**src/rtl/line_render_engine_pkg.sv**
```systemverilog
// Shared types and constants for the line render engine: opcodes, screen geometry,
// the coordinate payload and the render FSM state encoding.
package line_render_engine_pkg;

  localparam int unsigned H_RES  = 320;
  localparam int unsigned V_RES  = 240;
  localparam int unsigned X_W    = 9;
  localparam int unsigned Y_W    = 8;
  localparam int unsigned ADDR_W = 17;
  localparam int unsigned DATA_W = 24;
  localparam int unsigned COLOR_W = 32;
  localparam int unsigned D_W    = 11;
  localparam int unsigned NPIX   = H_RES * V_RES;

  localparam logic [2:0] OP_CLEAR = 3'b000;
  localparam logic [2:0] OP_DRAW  = 3'b110;
  localparam logic [2:0] OP_FLIP  = 3'b111;

  typedef struct packed {
    logic [X_W-1:0] x;
    logic [Y_W-1:0] y;
  } coord_t;

  typedef enum logic [2:0] {
    ST_IDLE,
    ST_SETUP,
    ST_PLOT,
    ST_STEP,
    ST_CLR_PLOT
  } render_state_t;

endpackage

```
**src/rtl/line_render_engine_if.sv**
```systemverilog
// Decoder-side op inputs and SRAM-side pixel write port of the render engine.
interface line_render_engine_if;
  import line_render_engine_pkg::*;

  coord_t              start;
  coord_t              end1;
  logic [COLOR_W-1:0]  color;
  logic [2:0]          op;
  logic                received_op;
  logic                flip_buffer;
  logic                pixel_ready;
  logic                render_enable;
  logic                pixel_wr;
  logic [ADDR_W-1:0]   pixel_addr;
  logic [DATA_W-1:0]   pixel_data;
  logic                back_buffer;

  modport slave (
    input  start, end1, color, op, received_op, flip_buffer, pixel_ready,
    output render_enable, pixel_wr, pixel_addr, pixel_data, back_buffer
  );

  modport master (
    output start, end1, color, op, received_op, flip_buffer, pixel_ready,
    input  render_enable, pixel_wr, pixel_addr, pixel_data, back_buffer
  );

endinterface

```
**src/rtl/line_render_engine_stepper.sv**
```systemverilog
// Bresenham datapath: loads deltas/direction/error on i_load, advances one point on i_step,
// and flags when the current point equals the line end point.
module line_stepper
  import line_render_engine_pkg::*;
(
  input  logic           i_clk,
  input  logic           i_rst,
  input  logic           i_load,
  input  logic           i_step,
  input  coord_t         i_start,
  input  coord_t         i_end,
  output logic [X_W-1:0] o_x,
  output logic [Y_W-1:0] o_y,
  output logic           o_at_end
);

  logic [X_W-1:0]        r_x;
  logic [Y_W-1:0]        r_y;
  logic signed [D_W-1:0] r_dx;
  logic signed [D_W-1:0] r_dy;
  logic signed [D_W-1:0] r_err;
  logic                  r_sx_neg;
  logic                  r_sy_neg;

  logic signed [D_W-1:0] w_dx_raw;
  logic signed [D_W-1:0] w_dy_raw;
  logic signed [D_W-1:0] w_dx_abs;
  logic signed [D_W-1:0] w_dy_nabs;
  logic signed [D_W:0]   w_e2;
  logic signed [D_W:0]   w_dx12;
  logic signed [D_W:0]   w_dy12;
  logic                  w_x_move;
  logic                  w_y_move;
  logic signed [D_W-1:0] w_err_nxt;

  // Setup arithmetic on zero-extended endpoints
  always_comb begin
    w_dx_raw  = $signed({2'b00, i_end.x}) - $signed({2'b00, i_start.x});
    w_dy_raw  = $signed({3'b000, i_end.y}) - $signed({3'b000, i_start.y});
    w_dx_abs  = w_dx_raw[D_W-1] ? -w_dx_raw : w_dx_raw;
    w_dy_nabs = w_dy_raw[D_W-1] ? w_dy_raw : -w_dy_raw;
  end

  // Both step decisions use the pre-step error term
  always_comb begin
    w_e2      = {r_err, 1'b0};
    w_dx12    = {r_dx[D_W-1], r_dx};
    w_dy12    = {r_dy[D_W-1], r_dy};
    w_x_move  = (w_e2 >= w_dy12);
    w_y_move  = (w_e2 <= w_dx12);
    w_err_nxt = r_err + (w_x_move ? r_dy : D_W'(0)) + (w_y_move ? r_dx : D_W'(0));
  end

  always_ff @(posedge i_clk) begin
    if (i_rst) begin
      r_x      <= '0;
      r_y      <= '0;
      r_dx     <= '0;
      r_dy     <= '0;
      r_err    <= '0;
      r_sx_neg <= 1'b0;
      r_sy_neg <= 1'b0;
    end else if (i_load) begin
      r_x      <= i_start.x;
      r_y      <= i_start.y;
      r_dx     <= w_dx_abs;
      r_dy     <= w_dy_nabs;
      r_err    <= w_dx_abs + w_dy_nabs;
      r_sx_neg <= !(i_start.x < i_end.x);
      r_sy_neg <= !(i_start.y < i_end.y);
    end else if (i_step) begin
      r_err <= w_err_nxt;
      if (w_x_move) r_x <= r_sx_neg ? r_x - X_W'(1) : r_x + X_W'(1);
      if (w_y_move) r_y <= r_sy_neg ? r_y - Y_W'(1) : r_y + Y_W'(1);
    end
  end

  assign o_x      = r_x;
  assign o_y      = r_y;
  assign o_at_end = (r_x == i_end.x) && (r_y == i_end.y);

endmodule

```
**src/rtl/line_render_engine.sv**
```systemverilog
// Line/clear render engine: op acceptance FSM, clipping, address generation,
// pixel write handshake and double-buffer selection around the Bresenham stepper.
module line_render_engine
  import line_render_engine_pkg::*;
(
  input  logic                 i_clk,
  input  logic                 i_rst,
  line_render_engine_if.slave  io_bus
);

  render_state_t      r_state;
  render_state_t      w_next;
  coord_t             r_start;
  coord_t             r_end;
  logic [DATA_W-1:0]  r_color;
  logic [ADDR_W-1:0]  r_clr_addr;
  logic               r_back;
  logic               r_flip_pend;

  logic               w_accept;
  logic               w_load;
  logic               w_step;
  logic               w_clr_inc;
  logic [X_W-1:0]     w_x;
  logic [Y_W-1:0]     w_y;
  logic               w_at_end;
  logic               w_on_screen;
  logic [ADDR_W-1:0]  w_draw_addr;
  logic [7:0]         w_unused_color_hi;

  assign w_unused_color_hi = io_bus.color[COLOR_W-1:DATA_W];

  line_stepper u_stepper (
    .i_clk    (i_clk),
    .i_rst    (i_rst),
    .i_load   (w_load),
    .i_step   (w_step),
    .i_start  (r_start),
    .i_end    (r_end),
    .o_x      (w_x),
    .o_y      (w_y),
    .o_at_end (w_at_end)
  );

  assign w_on_screen = (w_x < X_W'(H_RES)) && (w_y < Y_W'(V_RES));
  // y*320 + x as shift-and-add
  assign w_draw_addr = (ADDR_W'(w_y) << 8) + (ADDR_W'(w_y) << 6) + ADDR_W'(w_x);

  // Next-state and control strobes
  always_comb begin
    w_next    = r_state;
    w_accept  = 1'b0;
    w_load    = 1'b0;
    w_step    = 1'b0;
    w_clr_inc = 1'b0;
    case (r_state)
      ST_IDLE: begin
        if (io_bus.received_op && (io_bus.op == OP_DRAW)) begin
          w_accept = 1'b1;
          w_next   = ST_SETUP;
        end else if (io_bus.received_op && (io_bus.op == OP_CLEAR)) begin
          w_accept = 1'b1;
          w_next   = ST_CLR_PLOT;
        end
      end
      ST_SETUP: begin
        w_load = 1'b1;
        w_next = ST_PLOT;
      end
      ST_PLOT: begin
        // Off-screen points skip the handshake but are still walked
        if (!w_on_screen || io_bus.pixel_ready) begin
          w_next = w_at_end ? ST_IDLE : ST_STEP;
        end
      end
      ST_STEP: begin
        w_step = 1'b1;
        w_next = ST_PLOT;
      end
      ST_CLR_PLOT: begin
        if (io_bus.pixel_ready) begin
          if (r_clr_addr == ADDR_W'(NPIX - 1)) w_next = ST_IDLE;
          else                                 w_clr_inc = 1'b1;
        end
      end
      default: w_next = ST_IDLE;
    endcase
  end

  always_ff @(posedge i_clk) begin
    if (i_rst) begin
      r_state     <= ST_IDLE;
      r_start     <= '0;
      r_end       <= '0;
      r_color     <= '0;
      r_clr_addr  <= '0;
      r_back      <= 1'b0;
      r_flip_pend <= 1'b0;
    end else begin
      r_state <= w_next;
      if (w_accept) begin
        r_start    <= io_bus.start;
        r_end      <= io_bus.end1;
        r_color    <= io_bus.color[DATA_W-1:0];
        r_clr_addr <= '0;
      end else if (w_clr_inc) begin
        r_clr_addr <= r_clr_addr + ADDR_W'(1);
      end
      // Flips while busy are held (and merged) until the edge that returns to IDLE
      if (r_state == ST_IDLE) begin
        if (io_bus.flip_buffer) r_back <= ~r_back;
      end else if (w_next == ST_IDLE) begin
        r_back      <= r_back ^ (r_flip_pend | io_bus.flip_buffer);
        r_flip_pend <= 1'b0;
      end else if (io_bus.flip_buffer) begin
        r_flip_pend <= 1'b1;
      end
    end
  end

  assign io_bus.render_enable = (r_state != ST_IDLE);
  assign io_bus.pixel_wr      = ((r_state == ST_PLOT) && w_on_screen) || (r_state == ST_CLR_PLOT);
  assign io_bus.pixel_addr    = (r_state == ST_CLR_PLOT) ? r_clr_addr : w_draw_addr;
  assign io_bus.pixel_data    = r_color;
  assign io_bus.back_buffer   = r_back;

endmodule

```
**src/flat_wrapper.sv**
```systemverilog
// flat-port wrapper written by rule: the top's interface ports become plain ports
module line_render_engine_flat import line_render_engine_pkg::*;
  (i_clk, i_rst, io_bus_start, io_bus_end1, io_bus_color, io_bus_op, io_bus_received_op, io_bus_flip_buffer, io_bus_pixel_ready, io_bus_render_enable, io_bus_pixel_wr, io_bus_pixel_addr, io_bus_pixel_data, io_bus_back_buffer);
  line_render_engine_if io_bus_i ();
  input  logic i_clk;
  input  logic i_rst;
  input wire logic [$bits(io_bus_i.start)-1:0] io_bus_start;
  input wire logic [$bits(io_bus_i.end1)-1:0] io_bus_end1;
  input wire logic [$bits(io_bus_i.color)-1:0] io_bus_color;
  input wire logic [$bits(io_bus_i.op)-1:0] io_bus_op;
  input wire logic [$bits(io_bus_i.received_op)-1:0] io_bus_received_op;
  input wire logic [$bits(io_bus_i.flip_buffer)-1:0] io_bus_flip_buffer;
  input wire logic [$bits(io_bus_i.pixel_ready)-1:0] io_bus_pixel_ready;
  output wire logic [$bits(io_bus_i.render_enable)-1:0] io_bus_render_enable;
  output wire logic [$bits(io_bus_i.pixel_wr)-1:0] io_bus_pixel_wr;
  output wire logic [$bits(io_bus_i.pixel_addr)-1:0] io_bus_pixel_addr;
  output wire logic [$bits(io_bus_i.pixel_data)-1:0] io_bus_pixel_data;
  output wire logic [$bits(io_bus_i.back_buffer)-1:0] io_bus_back_buffer;
  assign io_bus_i.start = io_bus_start;
  assign io_bus_i.end1 = io_bus_end1;
  assign io_bus_i.color = io_bus_color;
  assign io_bus_i.op = io_bus_op;
  assign io_bus_i.received_op = io_bus_received_op;
  assign io_bus_i.flip_buffer = io_bus_flip_buffer;
  assign io_bus_i.pixel_ready = io_bus_pixel_ready;
  assign io_bus_render_enable = io_bus_i.render_enable;
  assign io_bus_pixel_wr = io_bus_i.pixel_wr;
  assign io_bus_pixel_addr = io_bus_i.pixel_addr;
  assign io_bus_pixel_data = io_bus_i.pixel_data;
  assign io_bus_back_buffer = io_bus_i.back_buffer;
  line_render_engine u_core (.i_clk(i_clk), .i_rst(i_rst), .io_bus(io_bus_i));
endmodule
```
**config.mk**
```make
export PLATFORM = sky130hd
export DESIGN_NAME = line_render_engine_flat
export DESIGN_NICKNAME = d
export VERILOG_FILES = /design/src/rtl/line_render_engine_pkg.sv /design/src/rtl/line_render_engine_if.sv /design/src/rtl/line_render_engine_stepper.sv /design/src/rtl/line_render_engine.sv /design/src/flat_wrapper.sv
export SDC_FILE = /design/constraint.sdc
export NUM_CORES = 1
export LEC_CHECK = 0
export CAP_MARGIN = 20
export CORE_UTILIZATION = 62
export DETAILED_ROUTE_END_ITERATION = 10
export MAX_ROUTING_LAYER = met4
export PLACE_DENSITY = 0.88
export SLEW_MARGIN = 10
export SYNTH_ARGS = -nofsm -noshare
export SYNTH_HDL_FRONTEND = slang
export SYNTH_HIERARCHICAL = 1
export SYNTH_SLANG_ARGS = --single-unit
```
**constraint.sdc**
```tcl
create_clock -name i_clk -period 6 [get_ports i_clk]
set_input_delay 1.2 -clock i_clk [delete_from_list [all_inputs] [get_ports i_clk]]
set_output_delay 1.2 -clock i_clk [all_outputs]
set_load 0.1 [all_outputs]
```
# After elaboration in Yosys (flattened, before gate mapping)
# Cells that the tools add are included.
# op_classes
bitwise_logic	4
n_addsub	14
eq_ne	9
mux	35
magnitude_cmp	6
reduce_logical	25
# ops
cell	count
$mux 11	6
$mux 9	4
$add 11x11->11	3
$mux 8	4
$add 16x14->17	1
$add 17x1->17 const B	1
$add 17x9->17	1
$eq 17x17->1 const B	1
$mux 17	1
$mux 3	5
$mux 1	13
$ge 12x11->1	1
$le 12x11->1	1
$pmux 3 s4	1
$neg 11->11	1
$neg 9->11	1
$reduce_bool 2->1	5
$sub 9x9->10	1
$add 9x1->9 const B	1
$eq 9x9->1	1
$logic_not 3->1	3
$lt 9x9->1	1
$lt 9x9->1 const B	1
$sub 8x8->9	1
other kinds (20)	34
# word_totals
out_inout_bits	44
input_bits	74
reg_bits	132
elab_cells	109

# Logic depth before layout (Yosys ltp)
# depth
depth_word	9
depth_mapped	21
depth_no_buf	21

# Modules after synthesis
# The synthesis kept the hierarchy.
# modules_own_cells
module	n_inst	cells_each	seq_area_each_um2	area_per_inst_um2
line_stepper	1	714	1041.0	5736.8
line_render_engine	1	512	1601.5	3980.1

# Worst setup path before layout
# Ideal clock, no wire load.
# synth_path
kind	register -> output
start	register u_core.u_stepper.r_y[0], in the netlist u_core/u_stepper/o_y[0]
end	output port io_bus_pixel_addr[13]
t_required_ns	4.800
stages_incl_launch_ff	10
t_arrival_ns	4.161
n_path_buf	0
slack_ns	0.639
path_cell_list	dfxtp_1 > inv_1 > fa_1 > inv_1 > ha_1 > nor2b_1 > o31a_1 > o21a_1 > o21a_1 > o31ai_1
# synth_via
elab_chain_len	3
# synth_lines
element	line	rtl
start, declared	line_render_engine_stepper.sv:18	logic [Y_W-1:0] r_y;
start signal, assigned	line_render_engine_stepper.sv:65	r_y <= i_start.y;
start signal, assigned	line_render_engine_stepper.sv:74	if (w_y_move) r_y <= r_sy_neg ? r_y - Y_W'(1) : r_y + Y_W'(1);
$add 16x14->17	line_render_engine.sv:47	assign w_draw_addr = (ADDR_W'(w_y) << 8) + (ADDR_W'(w_y) << 6) + ADDR_W'(w_x);
$add 17x9->17	line_render_engine.sv:47	
$mux 17	line_render_engine.sv:123	assign io_bus.pixel_addr = (r_state == ST_CLR_PLOT) ? r_clr_addr : w_draw_addr;
end, declared	flat_wrapper.sv:16	output wire logic [$bits(io_bus_i.pixel_addr)-1:0] io_bus_pixel_addr;
# Every way passes these cells.

# Worst setup path in the final report
# layout_path
start	register u_core.u_stepper.r_err[3]
end	register u_core.u_stepper.r_err[10]
# layout_via
elab_chain_len	6
elab_cells_between_ends	8
cone_classes	add/sub: 2; order compare: 2; mux: 4
# layout_lines
element	line	rtl
start, declared	line_render_engine_stepper.sv:21	logic signed [D_W-1:0] r_err;
start signal, assigned	line_render_engine_stepper.sv:68	r_err <= w_dx_abs + w_dy_nabs;
start signal, assigned	line_render_engine_stepper.sv:72	r_err <= w_err_nxt;
$ge 12x11->1	line_render_engine_stepper.sv:49	w_x_move = (w_e2 >= w_dy12);
$mux 11	line_render_engine_stepper.sv:51	w_err_nxt = r_err + (w_x_move ? r_dy : D_W'(0)) + (w_y_move ? r_dx : D_W'(0));
$add 11x11->11	line_render_engine_stepper.sv:51	
$add 11x11->11 (*)	line_render_engine_stepper.sv:51	
$mux 11 (*)	line_render_engine_stepper.sv:71	end else if (i_step) begin
$mux 11 (*)	line_render_engine_stepper.sv:63	end else if (i_load) begin
# Every way passes the cells marked *; elsewhere a longest branch is shown, timed or not. The select of a mux whose other input is x is not followed.
# A chain may end at the register's enable or synchronous reset.

==> flow_summary.json <==
{
  "status": "finished, final reports clean",
  "drt-initial-drc-count": 789,
  "numCtsBuffers": 17,
  "die_w_um": 127.2,
  "cts_max_level": 4,
  "dieArea_um2": 16180,
  "clock_sink_count": 132,
  "worst_pin_slew_ns": 1.045,
  "port_buffers": 109,
  "power_uw": 3377,
  "p_comb_frac": 0.396,
  "pin_count": 118,
  "relSlewSlack": 0.3033,
  "grt_start_max_net_pins": 83,
  "setup_viol": 0,
  "finalMaxSlewViolations": 0,
  "synth_seq_cells": 132,
  "num_rows": 45,
  "reg2reg_from": "u_core/u_stepper/r_err[3]",
  "period_share": 0.8788,
  "synthCells": 1226,
  "fmax_mhz": 189.6,
  "die_h_um": 127.2,
  "gp_congestion": 0.9695,
  "min_period_ns": 5.273,
  "fin_nets": 1484,
  "cts.hold.buffers_added": 0,
  "start_util": 0.6368,
  "place_area_um2": 10810,
  "core_area_um2": 15260,
  "wirelength_um": 25590,
  "clk_latency_ns": 0.43,
  "via_per_inst": 6.069,
  "rsz0062_at_grt": "no",
  "place_ws_ns": 1.086,
  "final.setup.worst_slack_ns": 0.7270,
  "clockBufferDepth": 2,
  "seq_area_um2": 2643,
  "ys_warn_count": 6,
  "finalHoldViolCount": 0,
  "p_int_uw": 2086,
  "r2r_cells": 16,
  "avgSynthCellArea_um2": 7.926,
  "grt_pass1_wl_um": 41990,
  "hold_depth": 2,
  "clkPwrFrac": 0.323,
  "num_antenna_cells": 0,
  "ir_drop_uv": 260.0,
  "drcViolationCount": 0,
  "dr.pass1.iters": 5,
  "r2r_end": "u_core/u_stepper/r_err[10]",
  "async_reset_ff_frac": 0,
  "grt_antenna_before_repair": 0,
  "drive_above_1_share": 0.05247,
  "ant_nets": 0,
  "fin_tns_setup_ns": 0,
  "seqPwrFrac": 0.282,
  "powerDensity_nw_per_um2": 295.3,
  "drv_cap": 0,
  "path_clk_slew_ns": 0.06,
  "cp_max_fo": 12,
  "wire_per_inst_um": 16.77,
  "power_leakage_uw": 0.004582,
  "synthToLayoutAreaGrowth_pct": 17.69,
  "netlist-cell-type-count": 79,
  "synth_flop_cell": "dfxtp_1",
  "fillers": 1105,
  "multi_input_area_um2": 6469,
  "reg2reg_setup_slack_ns": 0.73,
  "p_switching_uw": 1291,
  "cts_tree": "done",
  "hold_slack_ns": 0.4535,
  "holdCritStartpoint": "u_core/io_bus.pixel_data[13]",
  "crit_path_start_kind": "flop",
  "synth_area_um2": 9717,
  "synth_nets": 1407,
  "crit_path_end_kind": "flop",
  "crit_required_ns": 6.32,
  "worstPathArrival_ns": 5.60,
  "fin_worst_skew_ns": 0.008402,
  "root_buffer": "clkbuf_16",
  "netSwitchingFraction": 0.3823,
  "finish.instance_area_um2": 11440,
  "grt-ovfl-total": 0,
  "grt_pass1_vias": 8743,
  "synth_edf_count": 0,
  "whs_endpoint": "u_core/io_bus.pixel_data[13]",
  "hpwl_um": 18140,
  "synth_seq_area_share": 0.2720,
  "grt_util_all_layers": 0.3354,
  "worst_hold_path_type": "reg2reg",
  "cts_resized": 0,
  "crit_type": "reg2reg",
  "post_cts_buffers": 0,
  "vias": 9262
}
## state kept, by name, summed over array words and instances, names as in the netlist, 3 cells and up
| register | flops |
|---|---|
| u_core/u_stepper/r_dx | 11 |
| u_core/r_end | 17 |
| u_core/io_bus.pixel_data | 24 |
| u_core/r_start | 17 |
| u_core/r_state | 3 |
| u_core/u_stepper/r_dy | 11 |
| u_core/u_stepper/o_y | 8 |
| u_core/u_stepper/r_err | 11 |
| u_core/u_stepper/o_x | 9 |
| u_core/r_clr_addr | 17 |
## worst max-delay path, cell delays in order, from the launching register on
cell       delay, ns
dfxtp_1         0.44
ha_1            0.32
a2111oi_0       0.43
nand2_1         0.14
o221a_2         0.29
o21ai_1         0.68
and2_1          0.26
fa_1            0.46
ha_1            0.32
a21o_1          0.18
a211oi_1        0.28
nor2_1          0.13
o41ai_1         0.48
o21ai_0         0.21
xor2_1          0.27
mux2i_1         0.22
nand2_1         0.06
## layout by cell type, fill, tap and decap left out, types with 25 or more instances in the layout
cell type,count
nand2_1,185
a21oi_1,140
dfxtp_1,132
clkdlybuf4s50_1,106
ha_1,89
inv_1,84
nor2_1,79
xnor2_1,43
o21ai_0,42
xor2_1,34
a211oi_1,31
nand3_1,25
## final cells by class
class / count / area share
multi-input combinational: 953 / 0.5656
tap: 211 / 0.02309
timing repair buffer: 115 / 0.09902
clock buffer: 17 / 0.03720
clock inverter: 14 / 0.01641
sequential: 132 / 0.2311
inverter: 84 / 0.02757
## synth_stat cells, drive strengths merged (4+ instances only)
cell type	number	area (um2)
buf	24	168.9
clkbuf	32	120.1
nor4	8	65.06
dfxtp	132	2643
nand4	11	83.83
o211ai	7	57.55
or4	6	45.04
mux2i	11	110.1
nor2b	19	118.9
o31a	5	43.79
o21a	18	135.1
inv	84	315.3
o21bai	4	30.03
a21o	17	127.6
nand2b	9	56.30
nor3	22	121.4
nand2	186	700.7
nand3	25	125.1
a221oi	7	61.31
a21oi	141	716.9
and2	22	138.9
ha	89	1114
nor2	80	300.3
nor4b	4	41.29
a211oi	34	270.3
or3	14	97.59
nor3b	8	76.32
xnor2	43	376.6
o21ai	49	252.7
a31o	4	35.04
o31ai	8	60.06
and3	4	25.02
xor2	34	297.8
fa	18	360.4
a31oi	7	65.06
## how the worst max path moves through the flow
stage	from	endpoint	slack [ns]
after floorplan	u_core/u_stepper/o_y[0]	io_bus_pixel_addr[13]	0.64
after global placement	u_core/u_stepper/r_err[3]	u_core/u_stepper/r_err[10]	1.18
after detailed placement	u_core/u_stepper/r_err[3]	u_core/u_stepper/r_err[7]	1.09
after CTS	u_core/u_stepper/o_y[0]	io_bus_pixel_addr[13]	0.82
after global routing	u_core/u_stepper/r_err[3]	u_core/u_stepper/r_err[7]	0.44
final	u_core/u_stepper/r_err[3]	u_core/u_stepper/r_err[10]	0.73
## cells by family after synthesis
| kind of cell | synth area share |
|---|---|
| adder cells (fa/ha/maj) | 0.1517 |
| AND/OR/NAND/NOR | 0.2153 |
| multiplexers | 0.01365 |
| XOR/XNOR | 0.06941 |
| AO/OA/AOI/OAI | 0.2148 |
| buffers and inverters | 0.06322 |
| flip-flops | 0.2720 |
## power by group through the flow
stage          sequential [uW]  clock, uW  combinational (uW)
2_1_floorplan             1020          0                 936
3_3_place_gp               966          0                1260
3_5_place_dp               968          0                1290
4_1_cts                    949       1100                1300
5_1_grt                    954       1140                1420
6_report                   951       1090                1340
## through the flow
step | util | cells
2_1_floorplan | - | 1226
3_3_place_gp | 0.7086 | 1494
3_5_place_dp | 0.7086 | 1494
4_1_cts | 0.7487 | 1525
5_1_grt | 0.7495 | 1526
6_report | 0.7495 | 1526
## metal layers
metal | GRT usage | vias up | part of all wire
li1 | - | 4439 | -
met3 | 0.07245 | 69 | 0.076
met4 | 0.1239 | 0 | 0.027
met2 | 0.5381 | 372 | 0.46
met5 | - | - | 0
met1 | 0.4155 | 4382 | 0.44
No activity file was read; power rests on OpenSTA's default activity.
